<file path="src/rtl/multicycle_ctrl.sv">
// Multicycle RV32I control unit: sequences fetch/decode/execute/memory/writeback,
// drives datapath enables and mux selects, and counts retired instructions.
module multicycle_ctrl #(
    parameter logic [31:0] RESET_INSTRET = 32'd0
) (
    input  logic        clk,
    input  logic        rst_n,
    input  logic [31:0] Ins,
    input  logic        Zero,
    input  logic        mem_ready,
    output logic        mem_req,
    output logic        MemWrite,
    output logic        AdrSrc,
    output logic        IRWrite,
    output logic        PCWrite,
    output logic        RegWrite,
    output logic [1:0]  ALUSrcA,
    output logic [1:0]  ALUSrcB,
    output logic [1:0]  ALUOp,
    output logic [1:0]  ResultSrc,
    output logic [2:0]  sel_ext,
    output logic        instr_done,
    output logic        illegal,
    output logic [31:0] instret
);

    // Extender select encodings (Ext_Imm* values)
    localparam logic [2:0] EXT_NONE = 3'b000;
    localparam logic [2:0] EXT_I    = 3'b001;
    localparam logic [2:0] EXT_S    = 3'b010;
    localparam logic [2:0] EXT_B    = 3'b011;
    localparam logic [2:0] EXT_U    = 3'b100;
    localparam logic [2:0] EXT_J    = 3'b101;

    localparam logic [6:0] OP_LW  = 7'b0000011;
    localparam logic [6:0] OP_SW  = 7'b0100011;
    localparam logic [6:0] OP_R   = 7'b0110011;
    localparam logic [6:0] OP_I   = 7'b0010011;
    localparam logic [6:0] OP_BEQ = 7'b1100011;
    localparam logic [6:0] OP_JAL = 7'b1101111;
    localparam logic [6:0] OP_LUI = 7'b0110111;

    typedef enum logic [3:0] {
        S_FETCH, S_DECODE, S_MEMADR, S_MEMREAD, S_MEMWB, S_MEMWRITE,
        S_EXECR, S_EXECI, S_ALUWB, S_BEQ, S_JAL, S_LUI
    } state_t;

    state_t      r_state;
    state_t      w_next;
    logic [6:0]  w_op;
    logic        w_mem_req, w_mem_write, w_adr_src, w_ir_write, w_pc_write;
    logic        w_reg_write, w_instr_done, w_illegal;
    logic [1:0]  w_src_a, w_src_b, w_alu_op, w_result_src;
    logic [31:0] r_instret;
    logic        w_unused_ins;

    assign w_op = Ins[6:0];
    // funct3/funct7 are consumed by the ALU decoder, not by this sequencer
    assign w_unused_ins = ^Ins[31:7];

    // State register
    always_ff @(posedge clk or negedge rst_n) begin
        if (!rst_n) r_state <= S_FETCH;
        else        r_state <= w_next;
    end

    // Next-state and Moore control decode
    always_comb begin
        w_next       = r_state;
        w_mem_req    = 1'b0;
        w_mem_write  = 1'b0;
        w_adr_src    = 1'b0;
        w_ir_write   = 1'b0;
        w_pc_write   = 1'b0;
        w_reg_write  = 1'b0;
        w_instr_done = 1'b0;
        w_illegal    = 1'b0;
        w_src_a      = 2'b00;
        w_src_b      = 2'b00;
        w_alu_op     = 2'b00;
        w_result_src = 2'b00;
        case (r_state)
            S_FETCH: begin
                w_mem_req    = 1'b1;
                w_src_b      = 2'b10;
                w_result_src = 2'b10;
                w_ir_write   = mem_ready;
                w_pc_write   = mem_ready;
                if (mem_ready) w_next = S_DECODE;
            end
            S_DECODE: begin
                w_src_a = 2'b01;
                w_src_b = 2'b01;
                case (w_op)
                    OP_LW, OP_SW: w_next = S_MEMADR;
                    OP_R:         w_next = S_EXECR;
                    OP_I:         w_next = S_EXECI;
                    OP_BEQ:       w_next = S_BEQ;
                    OP_JAL:       w_next = S_JAL;
                    OP_LUI:       w_next = S_LUI;
                    default: begin
                        w_next       = S_FETCH;
                        w_illegal    = 1'b1;
                        w_instr_done = 1'b1;
                    end
                endcase
            end
            S_MEMADR: begin
                w_src_a = 2'b10;
                w_src_b = 2'b01;
                w_next  = Ins[5] ? S_MEMWRITE : S_MEMREAD;
            end
            S_MEMREAD: begin
                w_mem_req = 1'b1;
                w_adr_src = 1'b1;
                if (mem_ready) w_next = S_MEMWB;
            end
            S_MEMWB: begin
                w_result_src = 2'b01;
                w_reg_write  = 1'b1;
                w_instr_done = 1'b1;
                w_next       = S_FETCH;
            end
            S_MEMWRITE: begin
                w_mem_req    = 1'b1;
                w_mem_write  = 1'b1;
                w_adr_src    = 1'b1;
                w_instr_done = mem_ready;
                if (mem_ready) w_next = S_FETCH;
            end
            S_EXECR: begin
                w_src_a  = 2'b10;
                w_src_b  = 2'b00;
                w_alu_op = 2'b10;
                w_next   = S_ALUWB;
            end
            S_EXECI: begin
                w_src_a  = 2'b10;
                w_src_b  = 2'b01;
                w_alu_op = 2'b10;
                w_next   = S_ALUWB;
            end
            S_ALUWB: begin
                w_reg_write  = 1'b1;
                w_instr_done = 1'b1;
                w_next       = S_FETCH;
            end
            S_BEQ: begin
                w_src_a      = 2'b10;
                w_alu_op     = 2'b01;
                w_pc_write   = Zero;
                w_instr_done = 1'b1;
                w_next       = S_FETCH;
            end
            S_JAL: begin
                w_src_a    = 2'b01;
                w_src_b    = 2'b10;
                w_pc_write = 1'b1;
                w_next     = S_ALUWB;
            end
            S_LUI: begin
                w_result_src = 2'b11;
                w_reg_write  = 1'b1;
                w_instr_done = 1'b1;
                w_next       = S_FETCH;
            end
            default: w_next = S_FETCH;
        endcase
    end

    // Extender select follows the opcode in every state
    always_comb begin
        sel_ext = EXT_NONE;
        case (w_op)
            OP_LW, OP_I: sel_ext = EXT_I;
            OP_SW:       sel_ext = EXT_S;
            OP_BEQ:      sel_ext = EXT_B;
            OP_LUI:      sel_ext = EXT_U;
            OP_JAL:      sel_ext = EXT_J;
            default:     sel_ext = EXT_NONE;
        endcase
    end

    // Retired-instruction counter, wraps silently
    always_ff @(posedge clk or negedge rst_n) begin
        if (!rst_n)            r_instret <= RESET_INSTRET;
        else if (w_instr_done) r_instret <= r_instret + 32'd1;
    end

    // Controls are forced low while reset is held so nothing writes
    assign mem_req    = rst_n & w_mem_req;
    assign MemWrite   = rst_n & w_mem_write;
    assign AdrSrc     = rst_n & w_adr_src;
    assign IRWrite    = rst_n & w_ir_write;
    assign PCWrite    = rst_n & w_pc_write;
    assign RegWrite   = rst_n & w_reg_write;
    assign instr_done = rst_n & w_instr_done;
    assign illegal    = rst_n & w_illegal;
    assign ALUSrcA    = rst_n ? w_src_a      : 2'b00;
    assign ALUSrcB    = rst_n ? w_src_b      : 2'b00;
    assign ALUOp      = rst_n ? w_alu_op     : 2'b00;
    assign ResultSrc  = rst_n ? w_result_src : 2'b00;
    assign instret    = r_instret;

endmodule

</file>
<file path="config.mk">
export PLATFORM = sky130hd
export DESIGN_NAME = multicycle_ctrl
export DESIGN_NICKNAME = d
export VERILOG_FILES = /design/src/rtl/multicycle_ctrl.sv
export SDC_FILE = /design/constraint.sdc
export NUM_CORES = 1
export LEC_CHECK = 0
export CAP_MARGIN = 20
export CELL_PAD_IN_SITES_DETAIL_PLACEMENT = 1
export CELL_PAD_IN_SITES_GLOBAL_PLACEMENT = 2
export CORE_MARGIN = 3
export CORE_UTILIZATION = 29
export DETAILED_ROUTE_END_ITERATION = 6
export GPL_TIMING_DRIVEN = 0
export PLACE_DENSITY_LB_ADDON = 0.1
export REMOVE_ABC_BUFFERS = 1
export SETUP_SLACK_MARGIN = 0.1
export SKIP_LAST_GASP = 1
export SLEW_MARGIN = 30
export SYNTH_ARGS = -nofsm -noshare
export SYNTH_HDL_FRONTEND = slang
export SYNTH_SLANG_ARGS = --single-unit
</file>
<file path="constraint.sdc">
create_clock -name clk -period 3.1 [get_ports clk]
set_clock_uncertainty 0.2 [all_clocks]
set_input_delay 0.31 -clock clk [delete_from_list [all_inputs] [get_ports clk]]
set_output_delay 0.31 -clock clk [all_outputs]
set_load 0.01 [all_outputs]
</file>
# After elaboration in Yosys (flattened, before gate mapping)
# Index checks and enable logic that the tools add are counted.
op_classes:
  addsub: 1
  n_mux: 24
  reduce_logical: 15
  bitwise: 8
  n_eq_ne: 21
op_table:
  columns: ["cell", "count"]
  rows:
  - ["$pmux 4 s6", 2]
  - ["$add 32x1->32 const B", 1]
  - ["$eq 7x6->1 const B", 3]
  - ["$eq 4x3->1 const B", 4]
  - ["$eq 4x4->1 const B", 4]
  - ["$pmux 3 s5", 1]
  - ["$eq 7x7->1 const B", 2]
  - ["$mux 4", 3]
  - ["$pmux 2 s2", 3]
  - ["$reduce_or 2->1", 6]
  - ["$reduce_or 3->1", 4]
  - ["$and 1x1->1", 8]
  - ["$eq 4x2->1 const B", 2]
  - ["$mux 2", 4]
  - ["$reduce_or 4->1", 2]
  - ["$eq 7x2->1 const B", 1]
  - ["$eq 7x5->1 const B", 1]
  - ["$mux 1", 7]
  - ["$reduce_or 7->1", 1]
  - ["$ne 2x2->1 const B", 3]
  - ["$pmux 1 s3", 2]
  - ["$pmux 2 s3", 1]
  - ["$eq 4x1->1 const B", 1]
  - ["$logic_not 4->1", 1]
  - ["other kinds (2)", 2]
totals:
  word_cells: 71
  ff_bits: 36
  input_bits: 36
  out_inout_bits: 51

# Longest topological paths before layout
# Gate-level depths: netlist (run 1).
logic_depth:
  word_depth: 5
  ltp_mapped: 7
  mapped_depth_nobuf: 6

# Worst setup path before layout (run 1)
# Ideal clock, no wire load.
synth_path:
  path_type: "reg2out"
  from: "reg r_state[3]"
  to: "out PCWrite"
  stages_incl_launch_ff: 7
  n_path_buf: 1
  path_slack_ns: 1.094
  arrival_ns: 1.496
  required_ns: 2.590
  cell_sequence: "dfrtp_1 clkbuf_1 nand2_1 nor2b_1 nor3_1 nor2_1 nor2_1"
synth_between:
  elab_chain_len: 3
  word_cells_on_any_way: 5
  cone_classes: "eq/ne (2); mux (1); bitwise (1); reduce/logical (1)"
synth_rtl:
  columns: ["item", "line_no", "text"]
  rows:
  - ["from (decl)", "48", "state_t r_state;"]
  - ["from (signal assigned)", "64", "else r_state <= w_next;"]
  - ["$eq 4x4->1 or $logic_not 4->1 (tied branches)", "82", "case (r_state)"]
  - ["$pmux 1 s3 *", "82", null]
  - ["$and 1x1->1 *", "195", "assign PCWrite = rst_n & w_pc_write;"]
  - ["to (decl)", "15", "output logic PCWrite,"]
# Mark *: on every way between the ends. The rest lies on a longest branch, timed or not.

# Worst setup path in the final report (run 1)
layout_path:
  from: "in Ins[5]"
  to: "out instr_done"
layout_between:
  elab_chain_len: 5
  word_cells_on_any_way: 11
  cone_classes: "eq/ne (7); mux (2); bitwise (1); reduce/logical (1)"
layout_rtl:
  columns: ["item", "line_no", "text"]
  rows:
  - ["from (decl)", "8", "input logic [31:0] Ins,"]
  - ["$eq 7x7->1 (tied with other cells)", "94", "case (w_op)"]
  - ["$reduce_or 7->1 (no source line) *", null, null]
  - ["$mux 1 *", "94", null]
  - ["$pmux 1 s3 *", "82", null]
  - ["$and 1x1->1 *", "197", "assign instr_done = rst_n & w_instr_done;"]
  - ["to (decl)", "22", "output logic instr_done,"]
# Marked as above.

==> results.py, run 1 <==
metrics = {
    "run_status": {
        "status": "completed",
    },
    "logic_synthesis": {
        "yosysWarnings": 0,
        "synth_xor_area_frac": 0.1126,
        "synth_compound_area_frac": 0.2152,
        "ys_seq_elements": 36,
        "synth_top_area_share": 0.3620,
        "ys_seq_area_frac": 0.3620,
        "synth.most_common_cell": "dfrtp_1",
        "yosys-top-cells-area": "dfrtp_1 36%, xnor2_1 11%, o211ai_2 5.5%",
        "synth_flop_cell": "dfrtp_1",
        "synth_cells": 251,
        "synthAdderAreaFrac": 0.005028,
        "synthSimpleGateAreaFrac": 0.2448,
        "synth_area_um2": 2489,
        "yosys.area.top_type": "dfrtp_1",
        "synth_mux_area_frac": 0.01056,
        "avgSynthCellArea_um2": 9.915,
        "yosys-top-cells-count": "36 x dfrtp_1, 31 x xnor2_1, 21 x nor2_1",
        "yosysUniqueCellTypes": 49,
        "ys_async_sr_fraction": 1.000,
        "synth_edf_count": 0,
        "synth_top_family_by_area": "simple AND/OR/NAND/NOR gates",
    },
    "timing": {
        "holdWs_ns": 0.2877,
        "slew-limit-headroom": 0.6129,
        "rsz0062_at_grt": "no",
        "finalSetupViolations": 0,
        "min_period_ns": 2.847,
        "fmax_mhz": 351.3,
        "fin_crit_sh": 0.9182,
        "hold_viol_final": 0,
        "tns_ns": 0,
        "slew_violations": 0,
        "tightest_slew_ns": 0.5792,
    },
    "power": {
        "p_sw_frac": 0.3176,
        "p_leak_uw": 0.001356,
        "share_comb_of_total_power": 0.270,
        "power.total_uw": 1376,
        "net-switching-power_uw": 436.9,
        "vdd_drop_max_mv": 0.2860,
        "clock_power_share": 0.302,
        "cellPowerDensity_nw_per_um2": 404.6,
        "p_seq_frac": 0.428,
        "intPower_uw": 938.9,
    },
    "setup_path": {
        "crit_start": "Ins[5]",
        "path_cells": "clkdlybuf4s50_1 -> nand4_1 -> o21ai_2 -> nor2_4 -> nor2_2 -> nor2b_1 -> clkdlybuf4s50_1",
        "r2r_start": "r_state[2]",
        "cpMaxStageDelayCell": "clkdlybuf4s50_1",
        "critical_path_class": "input port to output port",
        "r2r_slack_ns": 0.84,
        "endpoint": "instr_done",
        "critPathRequiredTime_ns": 2.59,
        "worst_setup_path_start_kind": "input port",
        "r2r_cells": 6,
        "crit_path_max_fanout": 8,
        "arrival_ns": 2.34,
        "cp-end-kind": "output port",
        "reg2reg_to": "instret[18]",
        "max_stage_delay_ns": 0.68,
        "cpMostUsedCell": "clkdlybuf4s50_1",
    },
    "place": {
        "dpl.hpwl_mm": 4.548,
        "port-buffer-count": 61,
        "gp_congestion": 0.7049,
        "dpl_cell_area_um2": 3154,
    },
    "clock_network": {
        "cts.sinks": 36,
        "cts_tree": "yes",
        "cts_inserted_buffers": 5,
        "cts_buffer_depth": 2,
        "cts.htree.levels": 2,
        "clkTransAtPathRegs_ns": 0.07,
        "cts_root_buffer": "clkbuf_8",
        "clock_latency_ns": 0.29,
    },
    "hold_path": {
        "worstHoldPathCells": 1,
        "hp-class": "flip-flop to flip-flop",
    },
    "global_routing": {
        "grt_max_degree": 37,
        "grt_usage": 0.1446,
        "antenna_found_initial": 0,
        "grt_pass1_wl_mm": 11.46,
        "grt_pass1_vias": 2236,
        "grt_remaining_overflow": 0,
    },
    "route": {
        "first_pass_iters": 4,
        "drtIter0Drc": 55,
        "drcViolationCount": 0,
        "vias": 2163,
        "route.detailed.wl_per_inst_um": 16.23,
        "wl_mm": 6.898,
        "vias_per_cell": 5.089,
        "antenna_left": 0,
    },
    "cells_and_area": {
        "final_area_um2": 3401,
        "drive_gt1_frac": 0.1906,
        "utilization": 0.4118,
        "fin_nets": 356,
        "n_antenna_cell": 0,
        "nFillCells": 963,
        "area_delta_synth_final_pct": 36.65,
    },
    "run": {
        "max-cap-violations": 0,
    },
    "floorplan": {
        "chipHeight_um": 98.64,
        "io_pins": 87,
        "core-area_um2": 8258,
        "initial_core_util": 0.3014,
        "dieArea_um2": 9729,
        "num_rows": 33,
        "fp.dieW_um": 98.64,
    },
}
## per-layer routing
metal | GRT usage | part of all wire | up-vias
met5 | 0 | 0 | -
met4 | 0.03256 | 0.0077 | 0
met3 | 0.03609 | 0.031 | 5
met2 | 0.2210 | 0.47 | 37
met1 | 0.2067 | 0.49 | 1066
li1 | - | - | 1055
## state kept, by name, summed over array words and instances, names as in the netlist
name     count
r_state      4
instret     32
## power groups by stage
stage | clock (µW) | combinational, µW | sequential, µW
final | 415 | 372 | 589
after global routing | 449 | 410 | 600
after CTS | 432 | 373 | 592
after detailed placement | 0 | 353 | 600
after global placement | 0 | 347 | 600
after floorplan | 0 | 163 | 601
## worst max-delay path, delay by kind of cell
kind	cells	cell delay, ns
AO/OA/AOI/OAI	1	0.33
buffers and inverters	2	1.15
AND/OR/NAND/NOR	4	0.54
## cells by family (layout without fill, tap and decap cells)
family	count (synthesis)	after routing
simple gates	99	100
compound gates	61	61
flops	36	36
xor+xnor	32	32
buf+inv	20	88
mux	2	2
fa+ha+maj	1	1
## per-stage QoR
stage               worst slack, ns  cells
floorplan                    0.2768    235
global placement             -1.086    401
detailed placement          -0.4434    402
CTS                          0.1067    416
global route                 0.1117    425
finish                       0.2534    425
## timing repair
action | in CTS | in global routing
resized for setup | 3 | 2
hold buffers | 2 | 0
pin swaps | 2 | 1
hold endpoints to repair | 36 | 0
setup endpoints to repair | 3 | 2
cloned | 1 | 0
setup buffers | 3 | 9
## cells in the final DEF, fill, tap and decap left out, types with 3 or more instances in the layout
cell type        netlist  layout
nand2b_1               4       4
xnor2_1               31      31
o211ai_2              11      11
clkdlybuf4s50_1        0      60
dfrtp_2                0       4
and3_1                13      13
o21ai_0                7       7
buf_4                  4      13
clkbuf_8               0       5
o2111ai_1              3       3
nand2_1               13      13
nor3_1                11      11
nor2b_1                3       3
and4_1                 4       4
o2111ai_2              9       9
nand3_1                7       7
a21oi_1               14      14
o21ai_1                7       7
dfrtp_1               36      32
inv_1                  4       4
nor2_1                21      20
## layout make-up
class / instances / area [µm²] / area share
inverters: 4 / 15.01 / 0.004415
well taps: 105 / 131.4 / 0.03863
repair buffers: 76 / 755.7 / 0.2222
clock buffers: 6 / 72.57 / 0.02134
clock inverters: 2 / 35.03 / 0.01030
multi-input cells: 196 / 1485 / 0.4367
flip-flops and latches: 36 / 905.9 / 0.2664
## how the worst min path moves through the flow
stage / startpoint / endpoint / slack, ns
floorplan: rst_n / instret[0] / -0.19
global placement: instret[31] / instret[31] / 0.28
detailed placement: rst_n / instret[29] / 0.15
CTS: instret[31] / instret[31] / 0.29
global route: instret[26] / instret[26] / 0.32
finish: instret[31] / instret[31] / 0.29
Note: power is estimated with default switching activity, not from simulation.
==> run 2: changes to the inputs <==
--- a/config.mk
+++ b/config.mk
@@ -9,7 +9,7 @@
 export CELL_PAD_IN_SITES_DETAIL_PLACEMENT = 1
 export CELL_PAD_IN_SITES_GLOBAL_PLACEMENT = 2
 export CORE_MARGIN = 3
-export CORE_UTILIZATION = 29
+export CORE_UTILIZATION = 27
 export DETAILED_ROUTE_END_ITERATION = 6
 export GPL_TIMING_DRIVEN = 0
 export PLACE_DENSITY_LB_ADDON = 0.1
==> constraint.sdc (replaced) <==
create_clock -name clk -period 2.9 [get_ports clk]
set_clock_uncertainty 0.2 [all_clocks]
set_input_delay 0.29 -clock clk [delete_from_list [all_inputs] [get_ports clk]]
set_output_delay 0.29 -clock clk [all_outputs]
set_load 0.01 [all_outputs]
==> run 2 against run 1 <==
Effect of this change: global-route usage grew 0.18 points; critical path type is now flip-flop to output port; cell count grew 1.9%; utilization is 1.9 points lower; non-clock buffer count grew 5.
==> results.py, run 2 (synthesized netlist as in run 1, its figures left out) <==
metrics = {
    "clock_network": {
        "clkTransAtPathRegs_ns": 0.07,
        "cts_buffer_depth": 2,
        "clock_latency_ns": 0.29,
        "cts_tree": "yes",
        "cts.sinks": 36,
        "cts.htree.levels": 2,
        "cts_root_buffer": "clkbuf_8",
        "cts_inserted_buffers": 5,
    },
    "timing": {
        "finalSetupViolations": 0,
        "hold_viol_final": 0,
        "slew_violations": 0,
        "rsz0062_at_grt": "yes",
        "tightest_slew_ns": 0.6679,
        "fmax_mhz": 365.6,
        "slew-limit-headroom": 0.5543,
        "setup_ws_ns": 0.1646,
        "tns_ns": 0,
        "fin_crit_sh": 0.9432,
        "min_period_ns": 2.735,
        "holdWs_ns": 0.2723,
    },
    "route": {
        "wl_met1_mm": 3.675,
        "wl_mm": 7.155,
        "route.detailed.wl_per_inst_um": 16.52,
        "drtIter0Drc": 58,
        "vias_per_cell": 5.023,
        "wl_met3_um": 246,
        "drcViolationCount": 0,
        "antenna_left": 0,
        "routed-wl-met2_mm": 3.192,
        "first_pass_iters": 4,
        "vias": 2175,
        "top_layer": "met4",
    },
    "global_routing": {
        "antenna_found_initial": 0,
        "grt_usage": 0.1464,
        "grt_pass1_wl_mm": 12.09,
        "grt_remaining_overflow": 0,
        "grt_max_degree": 37,
        "grt_pass1_vias": 2245,
    },
    "place": {
        "gp_congestion": 0.7169,
        "place_inst": 407,
        "dpl_worst_slack_ns": -0.3545,
        "dpl_cell_area_um2": 3201,
        "dpl.hpwl_mm": 4.713,
        "port-buffer-count": 61,
    },
    "setup_path": {
        "cp-end-kind": "output port",
        "critPathRequiredTime_ns": 2.41,
        "crit_path_max_fanout": 4,
        "critical_path_class": "flip-flop to output port",
        "arrival_ns": 2.25,
        "worst_setup_path_start_kind": "flip-flop",
    },
    "cells_and_area": {
        "largest_reg_flops": 32,
        "layout_commonest_cell": "clkdlybuf4s50_1",
        "nFillCells": 994,
        "final_cell_mix": "55 x clkdlybuf4s50_1, 32 x dfrtp_1, 31 x xnor2_1, 20 x nor2_1, 15 x buf_4",
        "fin_cells": 433,
        "area_delta_synth_final_pct": 39.82,
        "n_antenna_cell": 0,
        "final_area_um2": 3480,
        "fin_nets": 361,
        "drive_gt1_frac": 0.2123,
    },
    "floorplan": {
        "initial_core_util": 0.2813,
        "io_pins": 87,
        "num_rows": 34,
        "fp.dieW_um": 102.0,
        "chipHeight_um": 102.0,
        "core-area_um2": 8848,
        "dieArea_um2": 10410,
    },
    "power": {
        "vdd_drop_max_mv": 0.3215,
        "cellPowerDensity_nw_per_um2": 445.0,
        "p_leak_uw": 0.001403,
    },
    "run_status": {
        "status": "completed",
    },
    "hold_path": {
        "hp-class": "flip-flop to flip-flop",
    },
    "run": {
        "max-cap-violations": 0,
    },
}
[run 2: report_power, final]
part           switching [µW]  total [µW]  internal [µW]
clock network             188         492            304
registers                79.3         625            546
logic                     210         431            221
[run 2: layer usage]
metal  vias to the layer above  global-route usage
met2                        46              0.2189
met5                         -                   0
met3                         4             0.02935
li1                       1072                   -
met4                         0             0.02725
met1                      1053              0.2198
[run 2: worst paths after layout]
path	startpoint	end	slack [ns]	cells after the start
setup / recovery	r_state[2]	illegal	0.16	7
hold / removal	instret[31]	instret[31]	0.27	1
setup reg to reg	r_state[2]	instret[5]	0.55	7
hold reg to reg	instret[31]	instret[31]	0.27	1
max in group asynchronous	rst_n	r_state[1]	1.87	3
min in group asynchronous	rst_n	r_state[3]	0.43	3
[run 2: repair_timing]
action | CTS | global route
setup endpoints to repair | 6 | 2
hold endpoints to repair | 36 | 0
setup buffers | 12 | 3
cloned | 1 | 0
resized for setup | 12 | 1
hold buffers | 2 | 0
pin swaps | 1 | 1
[run 2: layout make-up]
| cell class | count | area, µm² | share of cell area |
|---|---|---|---|
| clock buffer | 7 | 96.34 | 0.02769 |
| multi-input combinational | 196 | 1483 | 0.4261 |
| timing repair buffer | 81 | 812.0 | 0.2334 |
| sequential | 36 | 908.4 | 0.2611 |
| tap | 108 | 135.1 | 0.03884 |
| inverter | 4 | 15.01 | 0.004315 |
| clock inverter | 1 | 30.03 | 0.008630 |
[run 2: metrics by stage]
step / total power [µW] / utilization
global route: 1647 / 0.3932
floorplan: 816.3 / -
CTS: 1569 / 0.3904
detailed placement: 1039 / 0.3617
finish: 1548 / 0.3932
global placement: 1015 / 0.3532
[run 2: critical path, cell delays in order, from the launching register on]
cell             delay, ns
dfrtp_2               0.43
buf_4                 0.15
nor4b_4               0.31
o21ai_2               0.13
nor2_4                0.18
buf_8                 0.12
and2_1                0.11
clkdlybuf4s50_1       0.52
==> run 3: changes to the inputs <==
--- a/config.mk
+++ b/config.mk
@@ -8,6 +8,7 @@
 export CAP_MARGIN = 20
 export CELL_PAD_IN_SITES_DETAIL_PLACEMENT = 1
 export CELL_PAD_IN_SITES_GLOBAL_PLACEMENT = 2
+export CORE_ASPECT_RATIO = 0.7
 export CORE_MARGIN = 3
 export CORE_UTILIZATION = 27
 export DETAILED_ROUTE_END_ITERATION = 6
==> run 3 against run 2 <==
Effect of this change: worst setup slack improved by 0.015 ns; highest routed layer unchanged; largest cell class unchanged; power increased by 2.6%; sequential power about the same; largest power group unchanged; routed wire length rose by 4.3%.
==> results.py, run 3 (synthesized netlist as in run 1, its figures left out) <==
metrics = {
    "global_routing": {
        "grt_remaining_overflow": 0,
        "met2_usage": 0.2058,
        "grt_pass1_wl_mm": 12.33,
        "use_met3": 0.04175,
        "grt_max_degree": 37,
        "grt_busiest_layer": "met1",
        "antenna_found_initial": 0,
        "grt_usage": 0.1491,
        "use_met1": 0.2306,
        "grt_pass1_vias": 2226,
    },
    "setup_path": {
        "r2r_slack_ns": 0.57,
        "worst_setup_path_start_kind": "flip-flop",
        "cp-end-kind": "output port",
        "reg2reg_to": "instret[10]",
        "critical_path_class": "flip-flop to output port",
        "critPathRequiredTime_ns": 2.41,
        "arrival_ns": 2.23,
        "crit_path_max_fanout": 5,
        "r2r_start": "r_state[2]",
        "r2r_cells": 7,
    },
    "timing": {
        "min_period_ns": 2.720,
        "tightest_slew_ns": 0.5798,
        "hold_viol_final": 0,
        "finalSetupViolations": 0,
        "slew_violations": 0,
        "slew-limit-headroom": 0.6126,
        "rsz0062_at_grt": "yes",
        "fin_crit_sh": 0.9381,
        "fmax_mhz": 367.6,
    },
    "cells_and_area": {
        "drive_gt1_frac": 0.2081,
        "area_delta_synth_final_pct": 40.27,
        "final_cell_mix": "54 x clkdlybuf4s50_1, 32 x dfrtp_1, 31 x xnor2_1, 19 x nor2_1",
        "largest_reg_flops": 32,
        "regArea_um2": 908.4,
        "n_antenna_cell": 0,
        "fin_nets": 358,
        "multi_input_comb_area_um2": 1498,
        "fin_cells": 442,
        "nFillCells": 1018,
        "layout_commonest_cell": "clkdlybuf4s50_1",
    },
    "route": {
        "route.detailed.wl_per_inst_um": 16.89,
        "antenna_left": 0,
        "vias": 2196,
        "drcViolationCount": 0,
        "drtIter0Drc": 151,
        "wl_mm": 7.464,
        "vias_per_cell": 4.968,
        "first_pass_iters": 4,
    },
    "floorplan": {
        "num_rows": 28,
        "chipHeight_um": 86.33,
        "initial_core_util": 0.2864,
        "io_pins": 87,
        "dieArea_um2": 10420,
        "fp.dieW_um": 120.8,
        "core-area_um2": 8688,
    },
    "power": {
        "p_leak_uw": 0.001415,
        "clock_power_share": 0.341,
        "power.total_uw": 1588,
        "vdd_drop_max_mv": 0.4025,
        "net-switching-power_uw": 492.6,
        "share_comb_of_total_power": 0.264,
        "intPower_uw": 1096,
        "p_sw_frac": 0.3101,
        "p_seq_frac": 0.395,
        "cellPowerDensity_nw_per_um2": 455.0,
    },
    "hold_path": {
        "min_from": "instret[31]",
        "hp-class": "flip-flop to flip-flop",
        "worstHoldPathCells": 1,
        "min_to": "instret[31]",
    },
    "clock_network": {
        "cts_buffer_depth": 2,
        "cts.sinks": 36,
        "clkTransAtPathRegs_ns": 0.06,
        "cts.htree.levels": 2,
        "clock_latency_ns": 0.28,
        "cts_inserted_buffers": 5,
        "cts_root_buffer": "clkbuf_16",
        "cts_tree": "yes",
    },
    "place": {
        "port-buffer-count": 61,
        "gp_congestion": 0.7068,
        "dpl.hpwl_mm": 4.770,
        "place_inst": 417,
    },
    "run_status": {
        "status": "completed",
    },
    "run": {
        "max-cap-violations": 0,
    },
}
-- run 3: cell types whose count changed in the layout (fill, tap and decap cells not counted), sizes merged --
cell           delta
buf               -4
clkinv            +2
dlymetal6s2s      +2
bufinv            -1
clkdlybuf4s50     -1
dlygate4sd2       -1
-- run 3: critical path: stages, from the launching register on --
cell             delay (ns)
dfrtp_2                0.44
buf_4                  0.16
nor4b_4                0.34
o21ai_4                0.12
nor2_4                 0.17
nor2_2                 0.08
nor2b_1                0.10
clkdlybuf4s50_1        0.54
-- run 3: power groups by stage --
stage	logic, µW	registers [µW]	clock network [µW]
finish	420	627	542
global route	459	640	586
CTS	409	630	563
detailed placement	379	642	0
global placement	373	641	0
floorplan	174	642	0
-- run 3: layer usage --
layer  share of wire  wire length (µm)  vias up
met4          0.0056                42        0
li1                -                 -     1064
met1            0.55              4090     1083
met2            0.40              3008       45
met5               0                 0        -
met3           0.043               322        4
-- run 3: worst max-delay path by stage --
stage	startpoint	to	cells past startpoint
global route	r_state[2]	instr_done	7
CTS	Ins[3]	instr_done	7
global placement	rst_n	PCWrite	6
finish	r_state[2]	instr_done	7
floorplan	r_state[2]	instr_done	5
detailed placement	Ins[5]	instr_done	7
-- run 3: final cells by class --
cell class | count | area share
Clock buffer | 6 | 0.03978
Tap cell | 120 | 0.04301
Multi-Input combinational cell | 196 | 0.4290
Sequential cell | 36 | 0.2602
Timing Repair Buffer | 78 | 0.2208
Clock inverter | 2 | 0.002867
Inverter | 4 | 0.004301
-- run 3: through the flow --
step | setup TNS (ns) | utilization | instance area, µm² | hold slack (ns) | setup WS [ns]
2_1_floorplan | 0 | - | 2380 | -0.2056 | 0.09682
3_3_place_gp | -24.39 | 0.3615 | 3141 | 0.2587 | -1.240
3_5_place_dp | -1.114 | 0.3652 | 3173 | 0.1282 | -0.6100
4_1_cts | 0 | 0.3965 | 3445 | 0.2781 | 0.07422
5_1_grt | 0 | 0.4018 | 3491 | 0.3058 | 0.03510
6_report | 0 | 0.4018 | 3491 | 0.2691 | 0.1796
-- run 3: repair_timing --
action	4_1_cts	5_1_grt
cloned	1	0
pin swaps	3	4
setup buffers	10	4
hold buffers	2	0
hold endpoints to repair	36	0
endpoints found under the setup margin	18	3
resized for setup	11	5
